[config.mk]
export PLATFORM = sky130hd
export DESIGN_NAME = fc_result_reader_flat
export DESIGN_NICKNAME = d
export VERILOG_FILES = /design/src/rtl/fc_result_reader_pkg.sv /design/src/rtl/fc_result_reader_if.sv /design/src/rtl/fc_result_reader_fp16_max_cmp.sv /design/src/rtl/fc_result_reader.sv /design/src/flat_wrapper.sv
export SDC_FILE = /design/constraint.sdc
export NUM_CORES = 1
export LEC_CHECK = 0
export ABC_AREA = 1
export CAP_MARGIN = 5
export CORE_MARGIN = 2
export CORE_UTILIZATION = 33
export DETAILED_ROUTE_END_ITERATION = 10
export SYNTH_ARGS = -nofsm -noshare
export SYNTH_HDL_FRONTEND = slang
export SYNTH_HIERARCHICAL = 1
export SYNTH_SLANG_ARGS = --single-unit
[constraint.sdc]
create_clock -name clk -period 3.8 [get_ports clk]
set_input_delay 0.38 -clock clk [delete_from_list [all_inputs] [get_ports clk]]
set_output_delay 0.38 -clock clk [all_outputs]
set_load 0.01 [all_outputs]
[src/rtl/fc_result_reader_pkg.sv]
// Shared types, constants and the fp16 ordering helper for fc_result_reader.
package fc_result_pkg;

    typedef enum logic [1:0] {
        IDLE    = 2'd0,
        SCAN    = 2'd1,
        PRESENT = 2'd2
    } state_t;

    localparam logic [4:0] FP16_EXP_MAX = 5'h1F;
    localparam int         FP16_W       = 16;

    // NaN: exponent all ones with a non-zero mantissa.
    function automatic logic fp16_is_nan(input logic [FP16_W-1:0] v);
        return (v[14:10] == FP16_EXP_MAX) && (v[9:0] != 10'h000);
    endfunction

    // Monotonic unsigned key for sign-magnitude ordering; both zeros map to one key.
    function automatic logic [FP16_W-1:0] fp16_key(input logic [FP16_W-1:0] v);
        logic [FP16_W-1:0] key;
        if (v[14:0] == 15'h0000) begin
            key = 16'h8000;
        end else if (v[15]) begin
            key = {1'b0, ~v[14:0]};
        end else begin
            key = {1'b1, v[14:0]};
        end
        return key;
    endfunction

    // a strictly greater than b; a NaN is never greater, a NaN b loses to any non-NaN a.
    function automatic logic fp16_gt(input logic [FP16_W-1:0] a, input logic [FP16_W-1:0] b);
        logic gt;
        if (fp16_is_nan(a)) begin
            gt = 1'b0;
        end else if (fp16_is_nan(b)) begin
            gt = 1'b1;
        end else begin
            gt = (fp16_key(a) > fp16_key(b));
        end
        return gt;
    endfunction

endpackage

[src/rtl/fc_result_reader_if.sv]
// Result handshake between fc_result_reader (master) and its consumer (slave).
interface fc_result_if #(
    parameter int CLS_W = 4
);
    logic [CLS_W-1:0] result_class;
    logic             result_valid;
    logic             result_ready;

    modport master (output result_class, output result_valid, input result_ready);
    modport slave  (input result_class, input result_valid, output result_ready);
endinterface

[src/rtl/fc_result_reader_fp16_max_cmp.sv]
// Combinational fp16 "a strictly greater than b" comparator used by the argmax scan.
module fp16_max_cmp
    import fc_result_pkg::*;
(
    input  logic [FP16_W-1:0] a,
    input  logic [FP16_W-1:0] b,
    output logic              a_gt_b
);

    // Ordering with NaN and signed-zero handling lives in the package helper.
    always_comb begin
        a_gt_b = fp16_gt(a, b);
    end

endmodule

[src/rtl/fc_result_reader.sv]
// fc_result_reader: captures FC logits on fc_done rising edge, serial argmax,
// presents the class over a valid/ready handshake and tracks human persistence.
// Optional macro FC_RESULT_STATS_EN adds saturating frame_count/human_count outputs.
module fc_result_reader
    import fc_result_pkg::*;
#(
    parameter int datawidth      = 16,
    parameter int output_nodes   = 2,
    parameter int HUMAN_IDX      = 1,
    parameter int PERSIST_FRAMES = 3,
    parameter int CLS_W          = 4
) (
    input  logic                              clk,
    input  logic                              reset,
    input  logic [datawidth*output_nodes-1:0] fc_output_data,
    input  logic                              fc_done,
    fc_result_if.master                       result_bus,
    output logic                              human_alarm,
    output logic                              overrun,
    output logic                              busy
`ifdef FC_RESULT_STATS_EN
    ,
    output logic [15:0]                       frame_count,
    output logic [15:0]                       human_count
`endif
);

    localparam int               CNT_W       = $clog2(PERSIST_FRAMES + 1);
    localparam logic [CNT_W-1:0] PERSIST_MAX = CNT_W'(PERSIST_FRAMES);
    localparam logic [CLS_W-1:0] LAST_PTR    = CLS_W'(output_nodes - 1);
    localparam logic [CLS_W-1:0] HUMAN_CLS   = CLS_W'(HUMAN_IDX);

    state_t                            state_r, state_next_s;
    logic                              done_q_r;
    logic                              done_rise_s;
    logic [datawidth*output_nodes-1:0] buf_r;
    logic [CLS_W-1:0]                  ptr_r;
    logic [CLS_W-1:0]                  best_idx_r;
    logic [FP16_W-1:0]                 best_val_r;
    logic [FP16_W-1:0]                 cur_logit_s;
    logic                              gt_s;
    logic                              result_valid_r;
    logic [CLS_W-1:0]                  result_class_r;
    logic                              handshake_s;
    logic [CNT_W-1:0]                  count_r, count_next_s;
    logic                              alarm_r, overrun_r, busy_r;

    assign done_rise_s             = fc_done & ~done_q_r;
    assign handshake_s             = result_valid_r & result_bus.result_ready;
    assign cur_logit_s             = buf_r[int'(ptr_r)*datawidth +: FP16_W];
    assign result_bus.result_valid = result_valid_r;
    assign result_bus.result_class = result_class_r;
    assign human_alarm             = alarm_r;
    assign overrun                 = overrun_r;
    assign busy                    = busy_r;

    fp16_max_cmp u_cmp (
        .a      (cur_logit_s),
        .b      (best_val_r),
        .a_gt_b (gt_s)
    );

    // State register.
    always_ff @(posedge clk) begin
        if (reset) begin
            state_r <= IDLE;
        end else begin
            state_r <= state_next_s;
        end
    end

    // Next-state logic: capture on edge, scan one node per cycle, hold until accepted.
    always_comb begin
        state_next_s = state_r;
        case (state_r)
            IDLE: begin
                if (done_rise_s) begin
                    state_next_s = (output_nodes == 1) ? PRESENT : SCAN;
                end else begin
                    state_next_s = IDLE;
                end
            end
            SCAN: begin
                if (ptr_r == LAST_PTR) begin
                    state_next_s = PRESENT;
                end else begin
                    state_next_s = SCAN;
                end
            end
            PRESENT: begin
                if (handshake_s) begin
                    state_next_s = IDLE;
                end else begin
                    state_next_s = PRESENT;
                end
            end
            default: state_next_s = IDLE;
        endcase
    end

    // Edge detect, overrun pulse (rise while busy drops the frame) and busy flag.
    always_ff @(posedge clk) begin
        if (reset) begin
            done_q_r  <= 1'b0;
            overrun_r <= 1'b0;
            busy_r    <= 1'b0;
        end else begin
            done_q_r  <= fc_done;
            overrun_r <= done_rise_s & (state_r != IDLE);
            busy_r    <= (state_next_s != IDLE);
        end
    end

    // Logit capture and argmax scan; ties keep the lower index.
    always_ff @(posedge clk) begin
        if (reset) begin
            buf_r      <= {(datawidth*output_nodes){1'b0}};
            ptr_r      <= {CLS_W{1'b0}};
            best_idx_r <= {CLS_W{1'b0}};
            best_val_r <= {FP16_W{1'b0}};
        end else if (state_r == IDLE && done_rise_s) begin
            buf_r      <= fc_output_data;
            ptr_r      <= CLS_W'(1);
            best_idx_r <= {CLS_W{1'b0}};
            best_val_r <= fc_output_data[FP16_W-1:0];
        end else if (state_r == SCAN) begin
            ptr_r <= ptr_r + CLS_W'(1);
            if (gt_s) begin
                best_idx_r <= ptr_r;
                best_val_r <= cur_logit_s;
            end
        end
    end

    // Result register: raised one cycle after entering PRESENT, cleared on acceptance.
    always_ff @(posedge clk) begin
        if (reset) begin
            result_valid_r <= 1'b0;
            result_class_r <= {CLS_W{1'b0}};
        end else if (state_r == PRESENT && !result_valid_r) begin
            result_valid_r <= 1'b1;
            result_class_r <= best_idx_r;
        end else if (handshake_s) begin
            result_valid_r <= 1'b0;
        end
    end

    // Saturating persistence count for the accepted class.
    always_comb begin
        if (result_class_r == HUMAN_CLS) begin
            if (count_r == PERSIST_MAX) begin
                count_next_s = count_r;
            end else begin
                count_next_s = count_r + CNT_W'(1);
            end
        end else begin
            count_next_s = {CNT_W{1'b0}};
        end
    end

    // Persistence and alarm update on each accepted result.
    always_ff @(posedge clk) begin
        if (reset) begin
            count_r <= {CNT_W{1'b0}};
            alarm_r <= 1'b0;
        end else if (handshake_s) begin
            count_r <= count_next_s;
            alarm_r <= (count_next_s == PERSIST_MAX);
        end
    end

`ifdef FC_RESULT_STATS_EN
    logic [15:0] frame_count_r, human_count_r;
    assign frame_count = frame_count_r;
    assign human_count = human_count_r;

    // Saturating statistics on accepted results.
    always_ff @(posedge clk) begin
        if (reset) begin
            frame_count_r <= 16'h0000;
            human_count_r <= 16'h0000;
        end else if (handshake_s) begin
            if (frame_count_r != 16'hFFFF) begin
                frame_count_r <= frame_count_r + 16'h0001;
            end
            if (result_class_r == HUMAN_CLS && human_count_r != 16'hFFFF) begin
                human_count_r <= human_count_r + 16'h0001;
            end
        end
    end
`endif

endmodule

[src/flat_wrapper.sv]
// flat-port wrapper written by rule: the top's interface ports become plain ports
module fc_result_reader_flat import fc_result_pkg::*;
#(
    parameter int datawidth      = 16,
    parameter int output_nodes   = 2,
    parameter int HUMAN_IDX      = 1,
    parameter int PERSIST_FRAMES = 3,
    parameter int CLS_W          = 4
)
  (clk, reset, fc_output_data, fc_done, human_alarm, overrun, busy, result_bus_result_class, result_bus_result_valid, result_bus_result_ready);
  fc_result_if #(.CLS_W(CLS_W)) result_bus_i ();
  input  logic clk;
  input  logic reset;
  input  logic [datawidth*output_nodes-1:0] fc_output_data;
  input  logic fc_done;
  output logic human_alarm;
  output logic overrun;
  output logic busy;
  output wire logic [$bits(result_bus_i.result_class)-1:0] result_bus_result_class;
  output wire logic [$bits(result_bus_i.result_valid)-1:0] result_bus_result_valid;
  input wire logic [$bits(result_bus_i.result_ready)-1:0] result_bus_result_ready;
  assign result_bus_result_class = result_bus_i.result_class;
  assign result_bus_result_valid = result_bus_i.result_valid;
  assign result_bus_i.result_ready = result_bus_result_ready;
  fc_result_reader #(.datawidth(datawidth), .output_nodes(output_nodes), .HUMAN_IDX(HUMAN_IDX), .PERSIST_FRAMES(PERSIST_FRAMES), .CLS_W(CLS_W)) u_core (.clk(clk), .reset(reset), .fc_output_data(fc_output_data), .fc_done(fc_done), .result_bus(result_bus_i), .human_alarm(human_alarm), .overrun(overrun), .busy(busy));
endmodule
### After elaboration in Yosys (flattened, before gate mapping)

Index checks and enable logic that the tools add are counted.

* bits in registers: 69
* latch bits: 0
* memory bits (writable): 0
* ROM bits: 0
* input port bits: 36
* output and inout port bits: 8
* word-level logic and storage cells: 72
* memories kept: 0

* add/sub/neg operators: 2
* multiply operators: 0
* div/mod/pow operators: 0
* $lt $le $gt $ge: 1
* eq/ne operators: 8
* shifts and indexed selects: 1
* mux-type cells: 23
* bitwise gates (word level): 6
* reduce and logical (&&, ||, !) cells: 18

Operator list (count)
* 16-bit 2-to-1 mux: 11
* 32-bit by 9-bit indexed part select with 16-bit output: 1
* 15-bit logical NOT: 2
* 15-bit inverter: 2
* 10-bit nonzero test: 2
* 16-bit greater-than comparator: 1
* 5-bit equality test, second input constant: 2
* 2-bit nonzero test: 5
* 4-bit by 1-bit equality test with 1-bit output, second input constant: 2
* 2-bit 2-to-1 mux: 4
* 1-bit 2-to-1 mux: 7
* 2-bit equality test, second input constant: 3
* 2-bit case mux with 3 select lines: 1
* 4-bit by 1-bit adder with 4-bit output, second input constant: 1
* 1-bit logical AND: 4
* 2-bit AND reduction: 2
* 1-bit AND: 3
* 2-bit by 1-bit adder with 2-bit output, second input constant: 1
* 2-bit by 1-bit equality test with 1-bit output, second input constant: 1
* 2-bit logical NOT: 1
* 2-bit OR reduction: 1
* 1-bit logical NOT: 1
* 1-bit inverter: 1

### Logic depth before layout (Yosys ltp)

Gate-level depths: netlist (run 1).

* depth in word-level cells: 12
* depth in mapped cells: 29
* gate-level depth less buffers: 26

### Cells and area by module

Netlist (run 1), hierarchy kept.

By module, submodules not included
* fc_result_reader: times used 1, cells each 441, area an instance 3115.5 sq um, sequential area each 1381.3 sq um
* fp16_max_cmp: times used 1, cells each 158, area an instance 940.9 sq um, sequential area each 0.0 sq um

### Least setup slack after synthesis (run 1)

Ideal clock, no wire load.

* path type: reg2reg
* from: register u_core.ptr_r[0]
* to: register u_core.best_val_r[14]
* library setup time: 0.111 ns
* data arrival time: 3.266 ns
* data required time: 3.689 ns
* path slack: 0.423 ns
* cell stages (with the launch flop): 25
* path buffers: 3
* period minus slack after synthesis: 3.377 ns
* cells stage by stage: dfxtp_1 -> clkinv_1 -> clkbuf_1 -> nand2_1 -> nand3_1 -> inv_1 -> or2_0 -> nor4_2 -> nand2_2 -> inv_2 -> buf_6 -> nor2_1 -> ha_1 -> nand4_1 -> nor3_1 -> nand2_1 -> nand2_1 -> nand2_1 -> a21oi_1 -> nand2_2 -> nand2_4 -> buf_6 -> nand2_1 -> nor2_1 -> nor2_1

* word-level cells in the longest chain between the ends: 11
* elaborated cells on any way between the ends: 18
* those cells by class: order compare (1); eq/ne (1); shift (1); mux (9); bitwise (1); reduce/logical (5)

RTL lines
* start: declaration: line fc_result_reader.sv:37 `logic [CLS_W-1:0] ptr_r;`
* start signal: assignment: line fc_result_reader.sv:118 `ptr_r <= {CLS_W{1'b0}};`
* start signal: assignment: line fc_result_reader.sv:127 `ptr_r <= ptr_r + CLS_W'(1);`
* 32-bit by 9-bit indexed part select with 16-bit output *: line fc_result_reader.sv:50 `assign cur_logit_s = buf_r[int'(ptr_r)*datawidth +: FP16_W];`
* net u_core.cur_logit_s[0]: line fc_result_reader.sv:40 `logic [FP16_W-1:0] cur_logit_s;`
* parallel branches: the longest is 7 deep, another holds 16-bit greater-than comparator
* 1-bit 2-to-1 mux *: line fc_result_reader_pkg.sv:34 `if (fp16_is_nan(a)) begin`
* net u_core.gt_s: line fc_result_reader.sv:41 `logic gt_s;`
* 2-bit nonzero test (no source line) *
* 2-bit AND reduction (no source line) *
* end signal: assignment: line fc_result_reader.sv:120 `best_val_r <= {FP16_W{1'b0}};`
* end signal: assignment: line fc_result_reader.sv:125 `best_val_r <= fc_output_data[FP16_W-1:0];`
* end signal: assignment: line fc_result_reader.sv:130 `best_val_r <= cur_logit_s;`
* end: declaration: line fc_result_reader.sv:39 `logic [FP16_W-1:0] best_val_r;`

Mark *: on every way through the listed nets, which the timed path passes. The select of a mux whose other input is x is not followed.
A chain may end at the register's enable or synchronous reset.

### Worst setup path after layout (run 1)

* from: register u_core.ptr_r[1]
* to: register u_core.best_val_r[6]

* elaborated cells on any way between the ends: 18
* those cells by class: order compare (1); eq/ne (1); shift (1); mux (9); bitwise (1); reduce/logical (5)

RTL lines
* 32-bit by 9-bit indexed part select with 16-bit output: line fc_result_reader.sv:50
* net u_core.cur_logit_s[15]: line fc_result_reader.sv:40
* 16-bit 2-to-1 mux: line fc_result_reader_pkg.sv:23 `end else if (v[15]) begin`
* 16-bit 2-to-1 mux: line fc_result_reader_pkg.sv:21 `if (v[14:0] == 15'h0000) begin`
* 16-bit 2-to-1 mux: line fc_result_reader_pkg.sv:36 `end else if (fp16_is_nan(b)) begin`
* 16-bit 2-to-1 mux: line fc_result_reader_pkg.sv:34
* 16-bit greater-than comparator: line fc_result_reader_pkg.sv:39 `gt = (fp16_key(a) > fp16_key(b));`
* 1-bit 2-to-1 mux: line fc_result_reader_pkg.sv:36
* 1-bit 2-to-1 mux: line fc_result_reader_pkg.sv:34
* net u_core.gt_s: line fc_result_reader.sv:41
* 2-bit nonzero test (no source line)
* 2-bit AND reduction (no source line)

The timed path passes the listed nets, and every way through them passes these cells. The select of a mux whose other input is x is not followed.

==> reports/metrics.json, run 1 <==
{
  "die_h": {"value": 114.9, "unit": "um"},
  "power.share.sequential": {"value": 31.6, "unit": "%"},
  "routed_wirelength": {"value": 10000, "unit": "um"},
  "area_delta_synth_final": {"value": 20.79, "unit": "%"},
  "synth-xor-area-share": {"value": 5.830, "unit": "%"},
  "groute.usage.overall": {"value": 15.71, "unit": "%"},
  "clkTransAtPathRegs": {"value": 0.05, "unit": "ns"},
  "min_cycle_time_layout": {"value": 3.371, "unit": "ns"},
  "yosysTopAreaCellShare": {"value": 34.05, "unit": "%"},
  "crit_path_top_delay_cell": {"value": "sky130_fd_sc_hd__nor2_2"},
  "r2r.worst_path.cells": {"value": 20},
  "initialDrtViolationCount": {"value": 149},
  "grt-ovfl-total": {"value": 0},
  "number_of_antenna_violations_at_the_first_check_in_global_routing": {"value": 0},
  "crit_required": {"value": 4.06, "unit": "ns"},
  "cts_buffers": {"value": 9},
  "layout.nets": {"value": 686},
  "chipWidth": {"value": 114.9, "unit": "um"},
  "first_pass_grt_wire_length": {"value": 16760, "unit": "um"},
  "cpLargestDelayFamily": {"value": "simple AND/OR/NAND/NOR gates"},
  "synth.cells.most_frequent": {"value": "114 x sky130_fd_sc_hd__nand2_1, 92 x sky130_fd_sc_hd__nor2_1, 71 x sky130_fd_sc_hd__inv_1"},
  "min_path_cells": {"value": 2},
  "crit_path_cell_trace": {"value": "nor2_2 > nand3_1 > inv_1 > buf_4 > xnor2_1 > nor2_1 > ha_1 > nand2_1 > nor2_2 > nand2_1 > nand2_1 > nand2_1 > nand2_1 > nand2_1 > a21oi_2 > nand2_2 > buf_4 > nand3b_1 > nand2_1 > nor2_1"},
  "fin_crit_sh": {"value": 88.71, "unit": "%"},
  "detailed_place_hpwl": {"value": 7563, "unit": "um"},
  "timing_hold_violations_final": {"value": 0},
  "first_pass_iters": {"value": 5},
  "switching_share": {"value": 35.74, "unit": "%"},
  "rsz0062_at_grt": {"value": "no"},
  "p_leak": {"value": 2.203, "unit": "nW"},
  "design.core.area": {"value": 12010, "unit": "sq um"},
  "diodes": {"value": 0},
  "worstSetupPathType": {"value": "flop to flop"},
  "synthesis.area": {"value": 4056, "unit": "sq um"},
  "p_sw": {"value": 978.1, "unit": "uW"},
  "synthesis.area_per_instance": {"value": 6.772, "unit": "sq um"},
  "power.clock.fraction": {"value": 29.7, "unit": "%"},
  "skew": {"value": 0.005271, "unit": "ns"},
  "start_util": {"value": 33.77, "unit": "%"},
  "drive_above_1_share": {"value": 6.593, "unit": "%"},
  "grt_pass1_vias": {"value": 3523},
  "report.final.slew_viol_count": {"value": 0},
  "worst_slew_pin_slew": {"value": 0.6365, "unit": "ns"},
  "postSynthCellCount": {"value": 599},
  "gp_congestion": {"value": 0.8601},
  "synth_edf_count": {"value": 0},
  "numPortBuffers": {"value": 43},
  "yosys.cell_count.top_type": {"value": "sky130_fd_sc_hd__nand2_1"},
  "placementRows": {"value": 40},
  "cts_tree": {"value": "built"},
  "outcome": {"value": "finished clean"},
  "synth_compound_gate_area_share": {"value": 11.57, "unit": "%"},
  "ctsLongestPathBuffers": {"value": 2},
  "internal_power": {"value": 1.759, "unit": "mW"},
  "max_freq": {"value": 296.7, "unit": "MHz"},
  "clock_latency": {"value": 0.32, "unit": "ns"},
  "muxShareOfSynthArea": {"value": 0, "unit": "%"},
  "placed_area": {"value": 4574, "unit": "sq um"},
  "top_level_ports": {"value": 44},
  "synth_top_flop_cell": {"value": "sky130_fd_sc_hd__dfxtp_1"},
  "postRouteAntennaNets": {"value": 0},
  "crit_top_cell": {"value": "sky130_fd_sc_hd__nand2_1"},
  "path_max_fanout": {"value": 20},
  "drt_drc_violations_left": {"value": 0},
  "synthSimpleGateAreaFrac": {"value": 32.20, "unit": "%"},
  "synth-async-reset-ratio": {"value": 0, "unit": "%"},
  "cts_max_level": {"value": 3},
  "worst_slew_margin_rel": {"value": 57.51, "unit": "%"},
  "cp_num_cells": {"value": 20},
  "crit_arrival": {"value": 3.63, "unit": "ns"},
  "combinationalPowerShare": {"value": 38.6, "unit": "%"},
  "max_cap_violations": {"value": 0},
  "synthDominantAreaCellType": {"value": "sky130_fd_sc_hd__dfxtp_1"},
  "post_drt_via_cell_ratio": {"value": 4.819},
  "worst-path-buf-inv": {"value": 3},
  "via_count": {"value": 3778},
  "cts_hold_buffers": {"value": 0},
  "num-fill-cells": {"value": 1241},
  "avgRoutedWirePerCell": {"value": 12.76, "unit": "um"},
  "synth_top_family_by_area": {"value": "simple AND/OR/NAND/NOR gates"},
  "yosysUniqueCellTypes": {"value": 32},
  "crit_path_end_kind": {"value": "flop"},
  "powerDensity": {"value": 558.6, "unit": "nW/um^2"},
  "crit_path_max_incr_delay": {"value": 0.50, "unit": "ns"},
  "design.die.area": {"value": 13200, "unit": "sq um"},
  "finish.instance_area": {"value": 4900, "unit": "sq um"},
  "synth_seq_cells": {"value": 69},
  "ctsRootBufferMaster": {"value": "sky130_fd_sc_hd__clkbuf_16"},
  "holdCritPathClass": {"value": "flop to flop"},
  "synthTopCellsByArea": {"value": "sky130_fd_sc_hd__dfxtp_1 34%, sky130_fd_sc_hd__nand2_1 11%, sky130_fd_sc_hd__nor2_1 8.5%"},
  "mappedNetlistNets": {"value": 653},
  "yosys_warnings": {"value": 6},
  "grt_start_max_net_pins": {"value": 54},
  "seq_area_frac_synth": {"value": 34.05, "unit": "%"},
  "finalSetupTns": {"value": 0, "unit": "ns"},
  "count_of_endpoints_failing_setup_in_the_final_report": {"value": 0},
  "synth_adder_area_share": {"value": 5.552, "unit": "%"},
  "cp-start-kind": {"value": "flop"},
  "numClockSinks": {"value": 69},
  "peak_supply_drop": {"value": 0.2824, "unit": "mV"}
}
## final timing paths
| path | slack (ns) | to | start |
|---|---|---|---|
| max | 0.43 | u_core/best_val_r[6]$_SDFFE_PP0P_ | u_core/ptr_r[1]$_SDFFE_PP0N_ |
| min | 0.45 | u_core/buf_r[21]$_SDFFE_PP0P_ | u_core/buf_r[21]$_SDFFE_PP0P_ |
| max reg2reg | 0.43 | u_core/best_val_r[6]$_SDFFE_PP0P_ | u_core/ptr_r[1]$_SDFFE_PP0N_ |
| min reg2reg | 0.45 | u_core/buf_r[21]$_SDFFE_PP0P_ | u_core/buf_r[21]$_SDFFE_PP0P_ |
## stage by stage
| stage | util, % | setup slack [ns] | power [mW] | cells | hold WS, ns |
|---|---|---|---|---|---|
| after floorplan | - | 0.4226 | 1.651 | 599 | 0.4293 |
| after global placement | 38.08 | 0.2094 | 1.872 | 768 | 0.4438 |
| after detailed placement | 38.08 | 0.08262 | 1.908 | 768 | 0.4480 |
| after CTS | 40.53 | 0.05794 | 2.731 | 784 | 0.4589 |
| after global routing | 40.79 | 0.01168 | 2.936 | 784 | 0.4798 |
| final | 40.79 | 0.4290 | 2.737 | 784 | 0.4532 |
## placed cells by master, fill, tap and decap left out, types with 9 or more instances in the layout
| cell | count |
|---|---|
| sky130_fd_sc_hd__inv_1 | 71 |
| sky130_fd_sc_hd__clkbuf_16 | 9 |
| sky130_fd_sc_hd__nor2_1 | 91 |
| sky130_fd_sc_hd__nand2_1 | 114 |
| sky130_fd_sc_hd__a21oi_1 | 37 |
| sky130_fd_sc_hd__xor2_1 | 12 |
| sky130_fd_sc_hd__xnor2_1 | 15 |
| sky130_fd_sc_hd__o22ai_1 | 17 |
| sky130_fd_sc_hd__clkdlybuf4s50_1 | 43 |
| sky130_fd_sc_hd__o21ai_0 | 23 |
| sky130_fd_sc_hd__dfxtp_1 | 68 |
| sky130_fd_sc_hd__nand3_1 | 46 |
| sky130_fd_sc_hd__ha_1 | 18 |
| sky130_fd_sc_hd__nand3b_1 | 17 |
## timing repair
action | CTS | global route
gates resized for setup | 0 | 8
endpoints found under the setup margin | 0 | 20
buffers inserted | 0 | 0
## cells by family after synthesis
family          after synthesis
xor+xnor                     27
compound gates               88
buf+inv                     104
fa+ha+maj                    18
simple gates                293
flops                        69
## layer usage
metal	track usage [%]	part of all wire, %	vias to the layer above
met5	0	0	-
li1	-	-	1981
met2	24.90	45	95
met4	6.104	1.5	0
met3	2.372	3.8	13
met1	21.54	50	1689
## power by group through the flow
stage,registers [mW],logic (mW),clock network (mW)
3_3_place_gp,0.878,0.994,0
6_report,0.866,1.06,0.814
4_1_cts,0.865,1.04,0.829
3_5_place_dp,0.880,1.03,0
5_1_grt,0.876,1.20,0.862
2_1_floorplan,0.852,0.799,0
## worst register-to-register path, cell delays in order (launching register included)
cell and delay [ns]:
sky130_fd_sc_hd__dfxtp_1 0.36, sky130_fd_sc_hd__nor2_2 0.50, sky130_fd_sc_hd__nand3_1 0.24, sky130_fd_sc_hd__inv_1 0.09, sky130_fd_sc_hd__buf_4 0.25, sky130_fd_sc_hd__xnor2_1 0.16, sky130_fd_sc_hd__nor2_1 0.08, sky130_fd_sc_hd__ha_1 0.30
sky130_fd_sc_hd__nand2_1 0.08, sky130_fd_sc_hd__nor2_2 0.16, sky130_fd_sc_hd__nand2_1 0.07, sky130_fd_sc_hd__nand2_1 0.07, sky130_fd_sc_hd__nand2_1 0.05, sky130_fd_sc_hd__nand2_1 0.06, sky130_fd_sc_hd__nand2_1 0.06, sky130_fd_sc_hd__a21oi_2 0.17
sky130_fd_sc_hd__nand2_2 0.10, sky130_fd_sc_hd__buf_4 0.23, sky130_fd_sc_hd__nand3b_1 0.11, sky130_fd_sc_hd__nand2_1 0.07, sky130_fd_sc_hd__nor2_1 0.12
## sequential cells by signal, summed over array words and instances, names as in the netlist
name and count:
u_core/best_idx_r 4, u_core/best_val_r 16, u_core/busy 1, u_core/state_r 2, u_core/overrun 1, u_core/result_bus.result_valid 1
u_core/human_alarm 1, u_core/ptr_r 4, u_core/done_q_r 1, u_core/buf_r 32, u_core/count_r 2, u_core/result_bus.result_class 4
## layout make-up
cell class                      instances  area [sq um]  share of cell area [%]
Multi-Input combinational cell        426          2258                   46.09
Sequential cell                        69          1383                   28.22
Timing Repair Buffer                   51         494.2                   10.09
Inverter                               75         286.5                   5.848
Clock buffer                           12         246.5                   5.031
Tap cell                              147         183.9                   3.754
Clock inverter                          4         47.55                  0.9704
No activity file was read; power rests on OpenSTA's default activity.
==> run 2: changes to the inputs <==
--- a/config.mk
+++ b/config.mk
@@ -10,6 +10,7 @@
 export CORE_MARGIN = 2
 export CORE_UTILIZATION = 33
 export DETAILED_ROUTE_END_ITERATION = 10
+export PLACE_DENSITY_LB_ADDON = 0.15
 export SYNTH_ARGS = -nofsm -noshare
 export SYNTH_HDL_FRONTEND = slang
 export SYNTH_HIERARCHICAL = 1
==> reports/metrics.json, run 2 (synthesis results as in run 1) <==
{
  "outcome": {"value": "finished clean", "change": "unchanged"},
  "cts_buffers": {"value": 9, "change": "unchanged"},
  "grt-ovfl-total": {"value": 0, "change": "unchanged"},
  "start_util": {"value": 33.77, "unit": "%", "change": "unchanged"},
  "clock_latency": {"value": 0.33, "unit": "ns", "change": "was 0.32 ns"},
  "worstHoldStart": {"value": "u_core/buf_r[25]$_SDFFE_PP0P_", "change": "was u_core/buf_r[21]$_SDFFE_PP0P_"},
  "hold_path_end": {"value": "u_core/buf_r[25]$_SDFFE_PP0P_", "change": "was u_core/buf_r[21]$_SDFFE_PP0P_"},
  "most_frequent_standard_cell_in_the_layout_excluding_fill_and_tap_cells": {"value": "sky130_fd_sc_hd__nand2_1", "change": "unchanged"},
  "detailed_place_hpwl": {"value": 7583, "unit": "um", "change": "was 7563 um"},
  "cp-start-kind": {"value": "flop", "change": "unchanged"},
  "fin_crit_sh": {"value": 89.29, "unit": "%", "change": "was 88.71%"},
  "report.final.slew_viol_count": {"value": 0, "change": "unchanged"},
  "gp_congestion": {"value": 0.7920, "change": "was 0.8601"},
  "clkTransAtPathRegs": {"value": 0.06, "unit": "ns", "change": "was 0.05 ns"},
  "min_path_cells": {"value": 2, "change": "unchanged"},
  "grt_start_max_net_pins": {"value": 54, "change": "unchanged"},
  "r2r.worst_path.cells": {"value": 25, "change": "was 20"},
  "design.core.area": {"value": 12010, "unit": "sq um", "change": "unchanged"},
  "timing_hold_violations_final": {"value": 0, "change": "unchanged"},
  "peak_supply_drop": {"value": 0.2509, "unit": "mV", "change": "was 0.2824 mV"},
  "first_pass_iters": {"value": 4, "change": "was 5"},
  "skew": {"value": 0.004121, "unit": "ns", "change": "was 0.005271 ns"},
  "timing.rr.end": {"value": "u_core/best_val_r[14]$_SDFFE_PP0P_", "change": "was u_core/best_val_r[6]$_SDFFE_PP0P_"},
  "number_of_antenna_violations_at_the_first_check_in_global_routing": {"value": 0, "change": "unchanged"},
  "first_pass_grt_wire_length": {"value": 17510, "unit": "um", "change": "was 16,760 um"},
  "drt_drc_violations_left": {"value": 0, "change": "unchanged"},
  "ctsRootBufferMaster": {"value": "sky130_fd_sc_hd__clkbuf_16", "change": "unchanged"},
  "cts_max_level": {"value": 3, "change": "unchanged"},
  "finalSetupTns": {"value": 0, "unit": "ns", "change": "unchanged"},
  "drive_above_1_share": {"value": 6.897, "unit": "%", "change": "was 6.593%"},
  "max_cap_violations": {"value": 0, "change": "unchanged"},
  "diodes": {"value": 0, "change": "unchanged"},
  "numPortBuffers": {"value": 43, "change": "unchanged"},
  "cts_tree": {"value": "built", "change": "unchanged"},
  "worst_slew_margin_rel": {"value": 57.82, "unit": "%", "change": "was 57.51%"},
  "worstSetupPathType": {"value": "flop to flop", "change": "unchanged"},
  "count_of_endpoints_failing_setup_in_the_final_report": {"value": 0, "change": "unchanged"},
  "crit_path_end_kind": {"value": "flop", "change": "unchanged"},
  "layout.nets": {"value": 687, "change": "was 686"},
  "initialDrtViolationCount": {"value": 160, "change": "was 149"},
  "dp.cells": {"value": 768, "change": "unchanged"},
  "ctsLongestPathBuffers": {"value": 2, "change": "unchanged"},
  "powerDensity": {"value": 574.6, "unit": "nW/um^2", "change": "was 558.6 nW/um^2"},
  "reg2reg_setup_slack": {"value": 0.41, "unit": "ns", "change": "was 0.43 ns"},
  "min_cycle_time_layout": {"value": 3.393, "unit": "ns", "change": "was 3.371 ns"},
  "area_delta_synth_final": {"value": 22.55, "unit": "%", "change": "was 20.79%"},
  "crit_arrival": {"value": 3.66, "unit": "ns", "change": "was 3.63 ns"},
  "groute.usage.overall": {"value": 16.48, "unit": "%", "change": "was 15.71%"},
  "via_count": {"value": 3691, "change": "was 3,778"},
  "avgRoutedWirePerCell": {"value": 13.01, "unit": "um", "change": "was 12.76 um"},
  "grt_pass1_vias": {"value": 3636, "change": "was 3,523"},
  "worst_slew_pin_slew": {"value": 0.6320, "unit": "ns", "change": "was 0.6365 ns"},
  "p_leak": {"value": 2.225, "unit": "nW", "change": "was 2.203 nW"},
  "die_h": {"value": 114.9, "unit": "um", "change": "unchanged"},
  "rsz0062_at_grt": {"value": "no", "change": "unchanged"},
  "postRouteAntennaNets": {"value": 0, "change": "unchanged"},
  "chipWidth": {"value": 114.9, "unit": "um", "change": "unchanged"},
  "path_max_fanout": {"value": 22, "change": "was 20"},
  "biggestRegsByFlops": {"value": "u_core/buf_r (32), u_core/best_val_r (16)", "change": "unchanged"},
  "layout.cells.most_common_list": {"value": "114 x sky130_fd_sc_hd__nand2_1, 91 x sky130_fd_sc_hd__nor2_1, 71 x sky130_fd_sc_hd__inv_1", "change": "unchanged"},
  "top_register": {"value": "u_core/buf_r", "change": "unchanged"},
  "holdCritPathClass": {"value": "flop to flop", "change": "unchanged"},
  "non_filler_instance_count_after_layout": {"value": 785, "change": "was 784"},
  "hold_slack": {"value": 0.4526, "unit": "ns", "change": "was 0.4532 ns"},
  "top_level_ports": {"value": 44, "change": "unchanged"},
  "numClockSinks": {"value": 69, "change": "unchanged"},
  "crit_required": {"value": 4.07, "unit": "ns", "change": "was 4.06 ns"},
  "routed_wirelength": {"value": 10210, "unit": "um", "change": "was 10,000 um"},
  "placementRows": {"value": 40, "change": "unchanged"},
  "regToRegStartpoint": {"value": "u_core/ptr_r[0]$_SDFFE_PP0P_", "change": "was u_core/ptr_r[1]$_SDFFE_PP0N_"},
  "design.die.area": {"value": 13200, "unit": "sq um", "change": "unchanged"},
  "largest_reg_flops": {"value": 32, "change": "unchanged"},
  "max_freq": {"value": 294.7, "unit": "MHz", "change": "was 296.7 MHz"},
  "post_drt_via_cell_ratio": {"value": 4.702, "change": "was 4.819"},
  "setup.worst_path.start": {"value": "u_core/ptr_r[0]$_SDFFE_PP0P_", "change": "was u_core/ptr_r[1]$_SDFFE_PP0N_"}
}
run 2: cell types whose count changed in the layout (fill, tap and decap cells not counted), sizes merged:
cell and delta:
clkinvlp +2, buf +1, bufinv +1, clkbuf -1, clkinv -1, inv -1
run 2: critical path, stage by stage (launching register included):
cell	delay, ns
sky130_fd_sc_hd__dfxtp_4	0.42
sky130_fd_sc_hd__clkinv_1	0.07
sky130_fd_sc_hd__buf_6	0.16
sky130_fd_sc_hd__nand2_1	0.07
sky130_fd_sc_hd__nand3_1	0.11
sky130_fd_sc_hd__inv_1	0.09
sky130_fd_sc_hd__nor2_1	0.13
sky130_fd_sc_hd__nand2_1	0.06
sky130_fd_sc_hd__nor4_1	0.25
sky130_fd_sc_hd__nand2_2	0.14
sky130_fd_sc_hd__clkinv_4	0.12
sky130_fd_sc_hd__nor2_1	0.05
sky130_fd_sc_hd__ha_1	0.30
sky130_fd_sc_hd__nand2_1	0.08
sky130_fd_sc_hd__nor2_2	0.15
sky130_fd_sc_hd__nand2_1	0.07
sky130_fd_sc_hd__nand2_1	0.07
sky130_fd_sc_hd__nand2_1	0.05
sky130_fd_sc_hd__nand2_1	0.06
sky130_fd_sc_hd__nand2_1	0.07
sky130_fd_sc_hd__a21oi_2	0.18
sky130_fd_sc_hd__nand2_2	0.13
sky130_fd_sc_hd__buf_4	0.22
sky130_fd_sc_hd__nand3b_1	0.09
sky130_fd_sc_hd__nand2_1	0.07
sky130_fd_sc_hd__nor2_1	0.12
run 2: worst max-delay path by stage:
stage | slack [ns] | end
3_3_place_gp | 0.04 | u_core/best_val_r[15]$_SDFFE_PP0P_
4_1_cts | 0.13 | u_core/best_val_r[15]$_SDFFE_PP0P_
3_5_place_dp | 0.003 | u_core/best_val_r[12]$_SDFFE_PP0P_
5_1_grt | 0.03 | u_core/best_val_r[11]$_SDFFE_PP0P_
2_1_floorplan | 0.42 | u_core/best_val_r[14]$_SDFFE_PP0P_
6_report | 0.41 | u_core/best_val_r[14]$_SDFFE_PP0P_
run 2: per-layer routing:
metal | up-vias | share of wire (%) | track usage (%) | routed length, um
li1 | 1987 | - | - | -
met3 | 13 | 2.3 | 2.425 | 236
met1 | 1641 | 53 | 23.10 | 5390
met5 | - | 0 | 0 | 0
met4 | 0 | 1.7 | 6.345 | 176
met2 | 50 | 43 | 25.57 | 4409
run 2: what timing repair did:
item,4_1_cts,5_1_grt
hold endpoints to repair,0,0
setup endpoints to repair,7,20
resized for setup,1,10
hold buffers,0,0
pin swaps,0,1
setup buffers,0,1
run 2: through the flow:
step | utilization (%) | setup slack [ns] | power (mW) | instance area, sq um
2_1_floorplan | - | 0.4226 | 1.651 | 4056
6_report | 41.39 | 0.4070 | 2.856 | 4971
5_1_grt | 41.39 | 0.03431 | 3.089 | 4971
3_3_place_gp | 38.19 | 0.04219 | 1.903 | 4587
4_1_cts | 40.99 | 0.1278 | 2.857 | 4923
3_5_place_dp | 38.19 | 0.003323 | 1.920 | 4587
run 2: report_power, final:
part	switching (mW)	internal, mW	leakage [nW]
Clock	0.313	0.610	0.154
Combinational	0.626	0.442	1.50
Sequential	0.0664	0.800	0.567
run 2: layout make-up:
type / count / area [sq um]
fillers: 1261 / 7041
clock buffers: 11 / 252.7
well taps: 147 / 183.9
flip-flops and latches: 69 / 1385
clock inverters: 5 / 82.58
inverters: 75 / 286.5
multi-input cells: 426 / 2266
repair buffers: 52 / 514.2
